<file path="src/rtl/uart_tx_fifo_pkg.sv">
// Shared constants and FSM state encoding for the UART transmit FIFO.
package uart_tx_fifo_pkg;

   localparam int unsigned UART_BYTE_W  = 8;
   localparam int unsigned BUSY_TIMEOUT = 2;

   typedef enum logic [1:0] {
      ST_IDLE      = 2'd0,
      ST_LAUNCH    = 2'd1,
      ST_WAIT_BUSY = 2'd2,
      ST_WAIT_DONE = 2'd3
   } tx_state_t;

endpackage

</file>
<file path="src/rtl/uart_tx_fifo_mem.sv">
// Simple dual-port byte RAM for the transmit FIFO: sync write, registered sync read.
module uart_tx_fifo_mem #(
   parameter int unsigned ADDR_W = 4,
   parameter int unsigned DATA_W = 8
) (
   input  logic              clk_12mhz,
   input  logic              reset_n,
   input  logic              wr_en,
   input  logic [ADDR_W-1:0] wr_addr,
   input  logic [DATA_W-1:0] wr_data,
   input  logic              rd_en,
   input  logic [ADDR_W-1:0] rd_addr,
   output logic [DATA_W-1:0] rd_data
);

   localparam int unsigned DEPTH = 1 << ADDR_W;

   logic [DATA_W-1:0] mem [DEPTH];

   always_ff @(posedge clk_12mhz) begin
      if (wr_en) mem[wr_addr] <= wr_data;
   end

   // Read register only loads on a launch, so it holds the byte in flight.
   always_ff @(posedge clk_12mhz) begin
      if (!reset_n)   rd_data <= '0;
      else if (rd_en) rd_data <= mem[rd_addr];
   end

endmodule

</file>
<file path="src/rtl/uart_tx_fifo.sv">
// Byte FIFO and launch sequencer feeding async_transmitter.
// Optional drop counter port enabled by UART_TX_FIFO_DROP_CNT_EN.
module uart_tx_fifo
   import uart_tx_fifo_pkg::*;
#(
   parameter int unsigned DEPTH_LOG2 = 4,
   parameter int unsigned DATA_WIDTH = UART_BYTE_W
) (
   input  logic                  clk_12mhz,
   input  logic                  reset_n,
   input  logic                  wr_valid,
   input  logic [DATA_WIDTH-1:0] wr_data,
   input  logic                  txd_busy,
   output logic                  txd_start,
   output logic [DATA_WIDTH-1:0] txd_data,
   output logic                  fifo_empty,
   output logic                  fifo_full,
   output logic [DEPTH_LOG2:0]   fifo_count,
   output logic                  overflow
`ifdef UART_TX_FIFO_DROP_CNT_EN
   ,
   output logic [15:0]           drop_count
`endif
);

   localparam int unsigned DEPTH = 1 << DEPTH_LOG2;
   localparam int unsigned CW    = DEPTH_LOG2 + 1;
   localparam int unsigned TW    = $clog2(BUSY_TIMEOUT) + 1;

   logic [DEPTH_LOG2-1:0] wr_ptr;
   logic [DEPTH_LOG2-1:0] rd_ptr;
   logic [CW-1:0]         count;
   logic [TW-1:0]         wait_cnt;
   tx_state_t             state;
   logic                  pop;
   logic                  wr_en;
   logic                  wr_drop;
   logic                  rd_en;

   // A full FIFO still accepts a write in the same cycle as the launch pop.
   assign pop        = (state == ST_LAUNCH);
   assign fifo_empty = (count == '0);
   assign fifo_full  = (count == CW'(DEPTH));
   assign fifo_count = count;
   assign wr_en      = wr_valid && (!fifo_full || pop);
   assign wr_drop    = wr_valid && fifo_full && !pop;
   assign rd_en      = (state == ST_IDLE) && !fifo_empty && !txd_busy;

   uart_tx_fifo_mem #(
      .ADDR_W (DEPTH_LOG2),
      .DATA_W (DATA_WIDTH)
   ) u_mem (
      .clk_12mhz (clk_12mhz),
      .reset_n   (reset_n),
      .wr_en     (wr_en),
      .wr_addr   (wr_ptr),
      .wr_data   (wr_data),
      .rd_en     (rd_en),
      .rd_addr   (rd_ptr),
      .rd_data   (txd_data)
   );

   always_ff @(posedge clk_12mhz) begin
      if (!reset_n) begin
         wr_ptr   <= '0;
         rd_ptr   <= '0;
         count    <= '0;
         overflow <= 1'b0;
      end else begin
         if (wr_en)   wr_ptr   <= wr_ptr + DEPTH_LOG2'(1);
         if (pop)     rd_ptr   <= rd_ptr + DEPTH_LOG2'(1);
         if (wr_drop) overflow <= 1'b1;
         case ({wr_en, pop})
            2'b10:   count <= count + CW'(1);
            2'b01:   count <= count - CW'(1);
            default: count <= count;
         endcase
      end
   end

   // Launch sequencer; WAIT_BUSY times out in case the transmitter missed the start.
   always_ff @(posedge clk_12mhz) begin
      if (!reset_n) begin
         state     <= ST_IDLE;
         txd_start <= 1'b0;
         wait_cnt  <= '0;
      end else begin
         txd_start <= 1'b0;
         case (state)
            ST_IDLE: begin
               if (rd_en) begin
                  state     <= ST_LAUNCH;
                  txd_start <= 1'b1;
               end
            end
            ST_LAUNCH: begin
               state    <= ST_WAIT_BUSY;
               wait_cnt <= '0;
            end
            ST_WAIT_BUSY: begin
               if (txd_busy)                                 state    <= ST_WAIT_DONE;
               else if (wait_cnt == TW'(BUSY_TIMEOUT - 1))   state    <= ST_IDLE;
               else                                          wait_cnt <= wait_cnt + TW'(1);
            end
            ST_WAIT_DONE: begin
               if (!txd_busy) state <= ST_IDLE;
            end
            default: state <= ST_IDLE;
         endcase
      end
   end

`ifdef UART_TX_FIFO_DROP_CNT_EN
   // Saturating count of dropped writes.
   always_ff @(posedge clk_12mhz) begin
      if (!reset_n)
         drop_count <= '0;
      else if (wr_drop && (drop_count != 16'hFFFF))
         drop_count <= drop_count + 16'd1;
   end
`endif

endmodule
</file>
<file path="config.mk">
export PLATFORM = sky130hd
export DESIGN_NAME = uart_tx_fifo
export DESIGN_NICKNAME = d
export VERILOG_FILES = /design/src/rtl/uart_tx_fifo_pkg.sv /design/src/rtl/uart_tx_fifo_mem.sv /design/src/rtl/uart_tx_fifo.sv
export SDC_FILE = /design/constraint.sdc
export NUM_CORES = 1
export LEC_CHECK = 0
export CAP_MARGIN = 10
export CORE_ASPECT_RATIO = 0.6
export CORE_UTILIZATION = 26
export CTS_BUF_LIST = sky130_fd_sc_hd__clkbuf_8
export CTS_CLUSTER_SIZE = 14
export DETAILED_ROUTE_END_ITERATION = 7
export DONT_BUFFER_PORTS = 1
export PLACE_DENSITY = 0.39
export SETUP_SLACK_MARGIN = 0.02
export SKIP_LAST_GASP = 1
export SYNTH_ARGS = -nofsm -noshare
export SYNTH_HDL_FRONTEND = slang
export SYNTH_SLANG_ARGS = --single-unit
</file>
<file path="constraint.sdc">
create_clock -name clk_12mhz -period 2.8 [get_ports clk_12mhz]
set_input_delay 0.28 -clock clk_12mhz [delete_from_list [all_inputs] [get_ports clk_12mhz]]
set_output_delay 0.28 -clock clk_12mhz [all_outputs]
set_load 0.03 [all_outputs]
</file>
# Yosys cells after proc, flatten, opt, wreduce, memory -nomap -nowiden
# Memories as Yosys holds them, arrays and structs flattened. A register that Yosys moved wholly into a read port is not among the register bits.
# Index checks and enable logic that the tools add are counted.
word_totals:
  reg_bits: 19
  mem_bits_rw: 128
  inputBits: 12
  out_inout_bits: 17
  word_cells: 55
  n_memories: 1
op_classes:
  n_addsub: 5
  eq_ne: 12
  muxes: 12
  reduce_logical: 18
memory_table:
  columns: ["memory", "depth", "word_bits", "rd", "rd_clocked_by_memory_dff", "write_ports", "line", "text"]
  rows:
  - ["u_mem.mem", 16, 8, 1, 1, 1, "uart_tx_fifo_mem.sv:18", "logic [DATA_W-1:0] mem [DEPTH];"]
ops:
  columns: ["operator", "n"]
  rows:
  - ["2-bit two-way mux", 6]
  - ["5-bit case mux with 2 select lines", 1]
  - ["4-bit by 1-bit adder with 4-bit output, second input constant", 2]
  - ["2-bit inequality test, second input constant", 4]
  - ["2-bit case mux with 4 select lines", 1]
  - ["2-bit by 1-bit == test with 1-bit output, second input constant", 3]
  - ["2-bit == test, second input constant", 3]
  - ["3-bit AND reduction", 2]
  - ["5-bit by 1-bit adder with 5-bit output, second input constant", 1]
  - ["5-bit == test, second input constant", 1]
  - ["1-bit logical AND", 5]
  - ["1-bit logical NOT", 5]
  - ["5-bit logical NOT", 1]
  - ["5-bit by 1-bit subtractor with 5-bit output, second input constant", 1]
  - ["2-bit case mux with 2 select lines", 1]
  - ["2-bit nonzero test", 2]
  - ["1-bit two-way mux", 3]
  - ["3-bit inequality test, second input constant", 1]
  - ["2-bit by 1-bit adder with 2-bit output, second input constant", 1]
  - ["2-bit logical NOT", 1]
  - ["2-bit AND reduction", 1]
  - ["1-bit logical OR", 1]

# Longest topological paths before layout
# Gate-level depths: netlist of run 1.
depth:
  ltp_word: 6
  ltp_mapped: 9
  depth_no_buf: 8

# Hierarchy
# Synthesis of run 1 repeated with hierarchy kept, for this count alone.
unflattened:
  cells_unflattened: 431
  area_unflattened_um2: 6381.1
by_module_without_submodules:
  columns: ["mod", "instances", "cells_per_inst", "area_each_um2", "seq_area_each_um2"]
  rows:
  - ["uart_tx_fifo_mem", 1, 318, 5351.4, 4003.8]
  - ["uart_tx_fifo", 1, 113, 1029.7, 380.4]

# Worst setup path before layout of run 1
# Ideal clock, no wire load.
synth_path:
  path_kind: "register to register"
  from: "reg count[1], in the netlist fifo_count[1]"
  to: "mem u_mem.mem[3][0] (enable)"
  setup_ns: 0.383
  t_arrival_ns: 1.863
  required_time_ns: 2.417
  path_slack_ns: 0.553
  stages_incl_launch_ff: 5
  path_buffers: 0
  synth_period_minus_slack_ns: 2.247
  cell_sequence: "dfxtp_1 nor4_2 a31oi_2 nand2_1 nor3_1"
synth_via:
  elab_chain_len: 6
synth_lines:
  columns: ["item", "line", "text"]
  rows:
  - ["start: declaration", "uart_tx_fifo.sv:32", "logic [CW-1:0] count;"]
  - ["start signal: assignment", "uart_tx_fifo.sv:74", "2'b10: count <= count + CW'(1);"]
  - ["start signal: assignment", "uart_tx_fifo.sv:75", "2'b01: count <= count - CW'(1);"]
  - ["start signal: assignment", "uart_tx_fifo.sv:76", "default: count <= count;"]
  - ["5-bit == test", "uart_tx_fifo.sv:43", "assign fifo_full = (count == CW'(DEPTH));"]
  - ["1-bit logical NOT", "uart_tx_fifo.sv:45", "assign wr_en = wr_valid && (!fifo_full || pop);"]
  - ["1-bit logical OR", "uart_tx_fifo.sv:45", null]
  - ["1-bit logical AND", "uart_tx_fifo.sv:45", null]
  - ["1-bit two-way mux", "uart_tx_fifo_mem.sv:21", "if (wr_en) mem[wr_addr] <= wr_data;"]
  - ["1-bit two-way mux (implied by the code)", "uart_tx_fifo_mem.sv:21", null]
  - ["end: declaration", "uart_tx_fifo_mem.sv:18", null]
# No other way between the ends.

==> run_results.csv, run 1 <==
group,metric,value,unit
status,status,"finished clean",
clock_network,clockRootBuffer,"clkbuf_8",
global_route,first_global_vias,3207,
yosys,yosys_most_used_dff,"edfxtp_1",
route,drt_pass1_iterations,5,
timing,final.period_utilization,87.0,%
route,remaining_drc_errors,0,
global_route,initial_antenna_violation_count,2,
timing,timing.setup.tns,0,ps
final_layout,final_net_count,421,
global_route,globalRouteTotalUtil,12.7,%
power,max-vdd-ir-drop,0.286,mV
yosys,yosysSeqAreaShare,69.9,%
global_route,grt_overflow_total,0,
worst_setup_path,crit_path_end_kind,"register",
place,buffer_ports.inserted,0,
route,wl_per_cell,20.1,µm
job,max_cap_violations,0,
yosys,proportion_of_register_bits_with_asynchronous_set_or_reset_after_synthesis,0,%
timing,max_clock_freq,410,MHz
clock_network,clock_tree.buffer_depth,2,
worst_setup_path,arrival,2780,ps
floorplan,die-width,203,µm
yosys,synthesis.nets,378,
worst_setup_path,required_time_reported_for_the_critical_path_endpoint,3150,ps
floorplan,floorplan.io_pins,29,
clock_network,cts.sink_count,155,
route,avgViaCountPerCell,4.39,
yosys,edff_count_synth,128,
yosys,netlist.top_cell.by_area,"edfxtp_1",
floorplan,die_height,122,µm
final_layout,synth_to_layout_area_growth,16.0,%
worst_setup_path,crit_fanout,12,
hold_path,hold_path_class,"input pin to register",
yosys,synth_top_cells_by_area,"edfxtp_1, mux4_2, dfxtp_1",
yosys,ys_seq_elements,155,
yosys,mean_cell_area_of_the_mapped_netlist,17.5,µm²
yosys,mappedNetlistArea,0.00627,mm²
global_route,grt_start_max_net_pins,35,
place,gp_congestion,0.745,
floorplan,placeableCoreArea,0.0234,mm²
place,hpwlAfterDp,9850,µm
timing,layout_min_cycle_time,2440,ps
floorplan,design.die.area,0.0248,mm²
timing,finalSetupViolations,0,
floorplan,rows,43,
clock_network,post_cts_buffers,0,
timing,hold_viol,0,
timing,worst-slew-pin-transition,812,ps
timing,holdWs,37.5,ps
yosys,post-synth-top-area-fraction,61.3,%
power,leakage_power,0.00230,µW
final_layout,drive_above_1_share,24.4,%
route,ant_nets,0,
timing,timing.clock.skew,24.3,ps
timing,worst_slew_margin_rel,45.7,%
yosys,syn-instance-count,358,
global_route,grt_pass1_wl,22100,µm
power,fin_total_pwr,5450,µW
yosys,number_of_warning_messages_in_the_yosys_log,0,
final_layout,nFillCells,2287,
yosys,yosysUniqueCellTypes,43,
clock_network,cts_inserted_buffers,17,
timing,report.final.slew_viol_count,0,
floorplan,floorplan.initialDensity,26.8,%
clock_network,cts_max_level,4,
clock_network,clkLatencyLatePin,460,ps
worst_setup_path,worstSetupPathType,"register to register",
worst_setup_path,start_kind,"register",
route,first_iter_violations,267,
timing,rsz0062_at_grt,"no",
power,power.density,749,mW/mm²
clock_network,cts.clk_slew.worst_paths,100,ps
clock_network,tritoncts,"built",
final_layout,mostFrequentLayoutCells,"edfxtp_1, buf_4, nor2_1",
route,overall_routed_net_length,14700,µm
final_layout,final_common_cell,"edfxtp_1",
route,vias,3208,
what timing repair did:
| action | in CTS | in global routing |
|---|---|---|
| setup endpoints to repair | 0 | 0 |
| hold buffers | 10 | 0 |
| endpoints found under the hold margin | 131 | 0 |
| gates resized for setup | 0 | 0 |
worst paths after layout:
kind | slack [ps] | startpoint | depth (start not counted) | end
worst max-delay path | 360 | rd_ptr[0] | 5 | u_mem.rd_data[3]
worst min-delay path | 40 | txd_busy | 2 | state[0]
worst max register to register | 360 | rd_ptr[0] | 5 | u_mem.rd_data[3]
worst min register to register | 470 | rd_ptr[1] | 2 | rd_ptr[1]
through the flow:
step / utilization, % / instances / area, µm² / setup WS (ps)
2_1_floorplan: - / 358 / 6270 / 553
3_5_place_dp: 29.1 / 687 / 6800 / 388
5_1_grt: 31.1 / 729 / 7270 / 237
3_3_place_gp: 29.1 / 687 / 6800 / 382
6_report: 31.1 / 730 / 7280 / 363
4_1_cts: 31.1 / 729 / 7270 / 369
synthesized netlist by cell type (2+ instances only):
cell type	count
o311ai_0	2
mux2i_1	12
nor3_1	7
o21ai_1	2
mux4_1	6
dfxtp_1	27
ha_1	8
a22o_1	8
a21oi_1	16
xnor2_1	4
buf_6	3
nand4_1	2
o21ai_0	2
mux4_2	26
buf_4	3
nand2b_1	4
o21a_1	2
buf_2	6
edfxtp_1	128
nor2b_1	9
inv_1	5
nor2_1	29
xor2_1	6
a211oi_1	9
clkbuf_1	5
nand2_1	10
area by class of cell:
type / instances / area [µm²] / share of cell area, %
well taps: 315 / 394 / 5.42
flip-flops and latches: 155 / 4390 / 60.3
inverters: 6 / 22.5 / 0.309
diodes: 1 / 2.50 / 0.0344
repair buffers: 43 / 360 / 4.95
clock inverters: 15 / 141 / 1.94
multi-input cells: 178 / 1740 / 23.9
clock buffers: 17 / 234 / 3.22
critical path: stages, from the launching register on:
cell and delay, ps:
dfxtp_2 600, buf_4 290, mux4_1 570, a211oi_1 400, a21oi_1 210, a22o_1 250
layer usage:
metal  track usage, %  vias to the layer above  share of wire (%)
met2             16.2                       60                 39
met1             20.0                     1630                 54
li1                 -                     1503                  -
met3             3.85                       13                7.0
met5                0                        -              0.054
met4             3.81                        2               0.59
state kept, by name, indices dropped and copies added (netlist names):
name and count:
u_mem.mem 128, u_mem.rd_data 8, rd_ptr 4, wr_ptr 4
wait_cnt 2, overflow 1, state 2, txd_start 1
fifo_count 5
where the power goes:
group	leakage (µW)	internal [µW]	total (µW)	switching, µW
Combinational	0.000747	484	1030	545
Clock	0.000179	715	1620	909
Sequential	0.00138	2610	2800	191
Total	0.00230	3810	5450	1640
logic make-up after synthesis:
kind of cell             share of synthesized area [%]
buffers and inverters                             2.43
adder cells (fa/ha/maj)                           1.60
multiplexers                                      13.9
flip-flops                                        69.9
AND/OR/NAND/NOR                                   5.90
XOR/XNOR                                          1.40
AO/OA/AOI/OAI                                     4.85
Note: power is estimated with default switching activity, not from simulation.
==> run 2: changes to the inputs <==
Settings changed: CELL_PAD_IN_SITES_DETAIL_PLACEMENT set to 0, CELL_PAD_IN_SITES_GLOBAL_PLACEMENT set to 1, PLACE_DENSITY 0.39 to 0.44.
==> run_results.csv, run 2 (synthesis results as in run 1) <==
group,metric,value,unit
route,ant_nets,0,
clock_network,cts_inserted_buffers,17,
final_layout,design_area,0.00734,mm²
timing,max_clock_freq,439,MHz
worst_setup_path,slowest_stage,"a31oi_2",
timing,worst-slew-pin-transition,795,ps
worst_setup_path,required_time_reported_for_the_critical_path_endpoint,2970,ps
worst_setup_path,cp_cell_sequence,"nand2b_1 > a31oi_2 > nand2_1 > nor3_1 > buf_4",
final_layout,final_net_count,416,
worst_setup_path,cp_slowest_stage_delay,490,ps
global_route,grt_pass1_wl,21800,µm
final_layout,final_common_cell,"edfxtp_1",
timing,hold_viol,0,
floorplan,floorplan.io_pins,29,
route,drt_pass1_iterations,4,
hold_path,hold_path_class,"input pin to register",
timing,holdWs,43.2,ps
route,vias,3191,
worst_setup_path,crit_fanout,10,
floorplan,die-width,203,µm
place,hpwlAfterDp,9720,µm
job,max_cap_violations,0,
clock_network,clock_tree.buffer_depth,2,
route,avgViaCountPerCell,4.40,
worst_setup_path,arrival,2450,ps
clock_network,cts.sink_count,155,
route,wl_per_cell,20.3,µm
timing,final.period_utilization,81.4,%
timing,layout_min_cycle_time,2280,ps
route,overall_routed_net_length,14700,µm
place,post-place-ws,492,ps
final_layout,drive_above_1_share,22.7,%
timing,report.final.slew_viol_count,0,
floorplan,floorplan.initialDensity,26.8,%
power,leakage_power,0.00235,µW
final_layout,largest_reg_flops,128,
worst_setup_path,crit_path_end_kind,"register",
power,max-vdd-ir-drop,0.261,mV
floorplan,design.die.area,0.0248,mm²
global_route,first_global_vias,3317,
clock_network,cts.clk_slew.worst_paths,90,ps
place,placed_cell_area,0.00677,mm²
clock_network,post_cts_buffers,0,
timing,worst_slew_margin_rel,46.9,%
place,buffer_ports.inserted,0,
clock_network,cts_max_level,4,
global_route,grt_start_max_net_pins,35,
status,status,"finished clean",
clock_network,clockRootBuffer,"clkbuf_8",
worst_setup_path,worstSetupPathType,"register to register",
clock_network,clkLatencyLatePin,460,ps
final_layout,mostFrequentLayoutCells,"edfxtp_1, nor2_1, mux4_2, dfxtp_1, buf_4",
clock_network,tritoncts,"built",
floorplan,placeableCoreArea,0.0234,mm²
final_layout,synth_to_layout_area_growth,17.0,%
timing,rsz0062_at_grt,"no",
floorplan,die_height,122,µm
route,first_iter_violations,227,
timing,setup_ws,522,ps
global_route,globalRouteTotalUtil,12.7,%
timing,timing.setup.tns,0,ps
timing,timing.clock.skew,11.6,ps
place,gp_congestion,0.699,
final_layout,finish.utilization,31.4,%
route,remaining_drc_errors,0,
final_layout,largest_register,"u_mem.mem",
global_route,initial_antenna_violation_count,1,
worst_setup_path,start_kind,"register",
power,power.density,784,mW/mm²
floorplan,rows,43,
timing,finalSetupViolations,0,
global_route,grt_overflow_total,0,
-- run 2: path summary, 6_finish.rpt --
| path | from | to | slack [ps] | cells past startpoint |
|---|---|---|---|---|
| min reg2reg | rd_ptr[0] | rd_ptr[0] | 600 | 2 |
| min | txd_busy | state[0] | 40 | 2 |
| max | state[1] | u_mem.mem[0][7] | 520 | 5 |
| max reg2reg | state[1] | u_mem.mem[0][7] | 520 | 5 |
-- run 2: final cells by class --
type,instances,area [µm²]
diodes,1,2.50
clock buffers,21,289
clock inverters,11,175
fillers,2293,16100
inverters,6,22.5
multi-input cells,178,1740
flip-flops and latches,155,4390
well taps,315,394
repair buffers,38,335
-- run 2: layer usage --
layer  GRT usage (%)  share of wire (%)  routed length (µm)  vias up
met2            16.7                 39                5680       41
met4            5.22                1.3                 196        0
met3            4.04                4.7                 698       15
li1                -                  -                   -     1484
met1            19.0                 55                8120     1651
met5               0                  0                   0        -
-- run 2: critical path, delay by kind of cell, from the launching register on --
family | cells | cell delay [ps]
buffers and inverters | 1 | 230
AOI/OAI and AO/OA | 1 | 490
and+or+nand+nor | 3 | 830
DFF | 1 | 440
-- run 2: stage by stage --
step                      std cells  total power [µW]
after global routing            724              6010
after CTS                       724              5850
after detailed placement        682              3840
after floorplan                 358              3600
after global placement          682              3830
final                           725              5760
-- run 2: timing repair --
item                      in CTS  in global routing
hold buffers                  10                  0
hold endpoints to repair     131                  0
resized for setup              0                  0
-- run 2: power breakdown --
| group | internal [µW] | switching [µW] | leakage, µW | total [µW] |
|---|---|---|---|---|
| clock | 1140 | 815 | 0.000251 | 1960 |
| sequential | 2610 | 215 | 0.00138 | 2820 |
| combinational | 454 | 522 | 0.000725 | 976 |
| total | 4210 | 1550 | 0.00235 | 5760 |
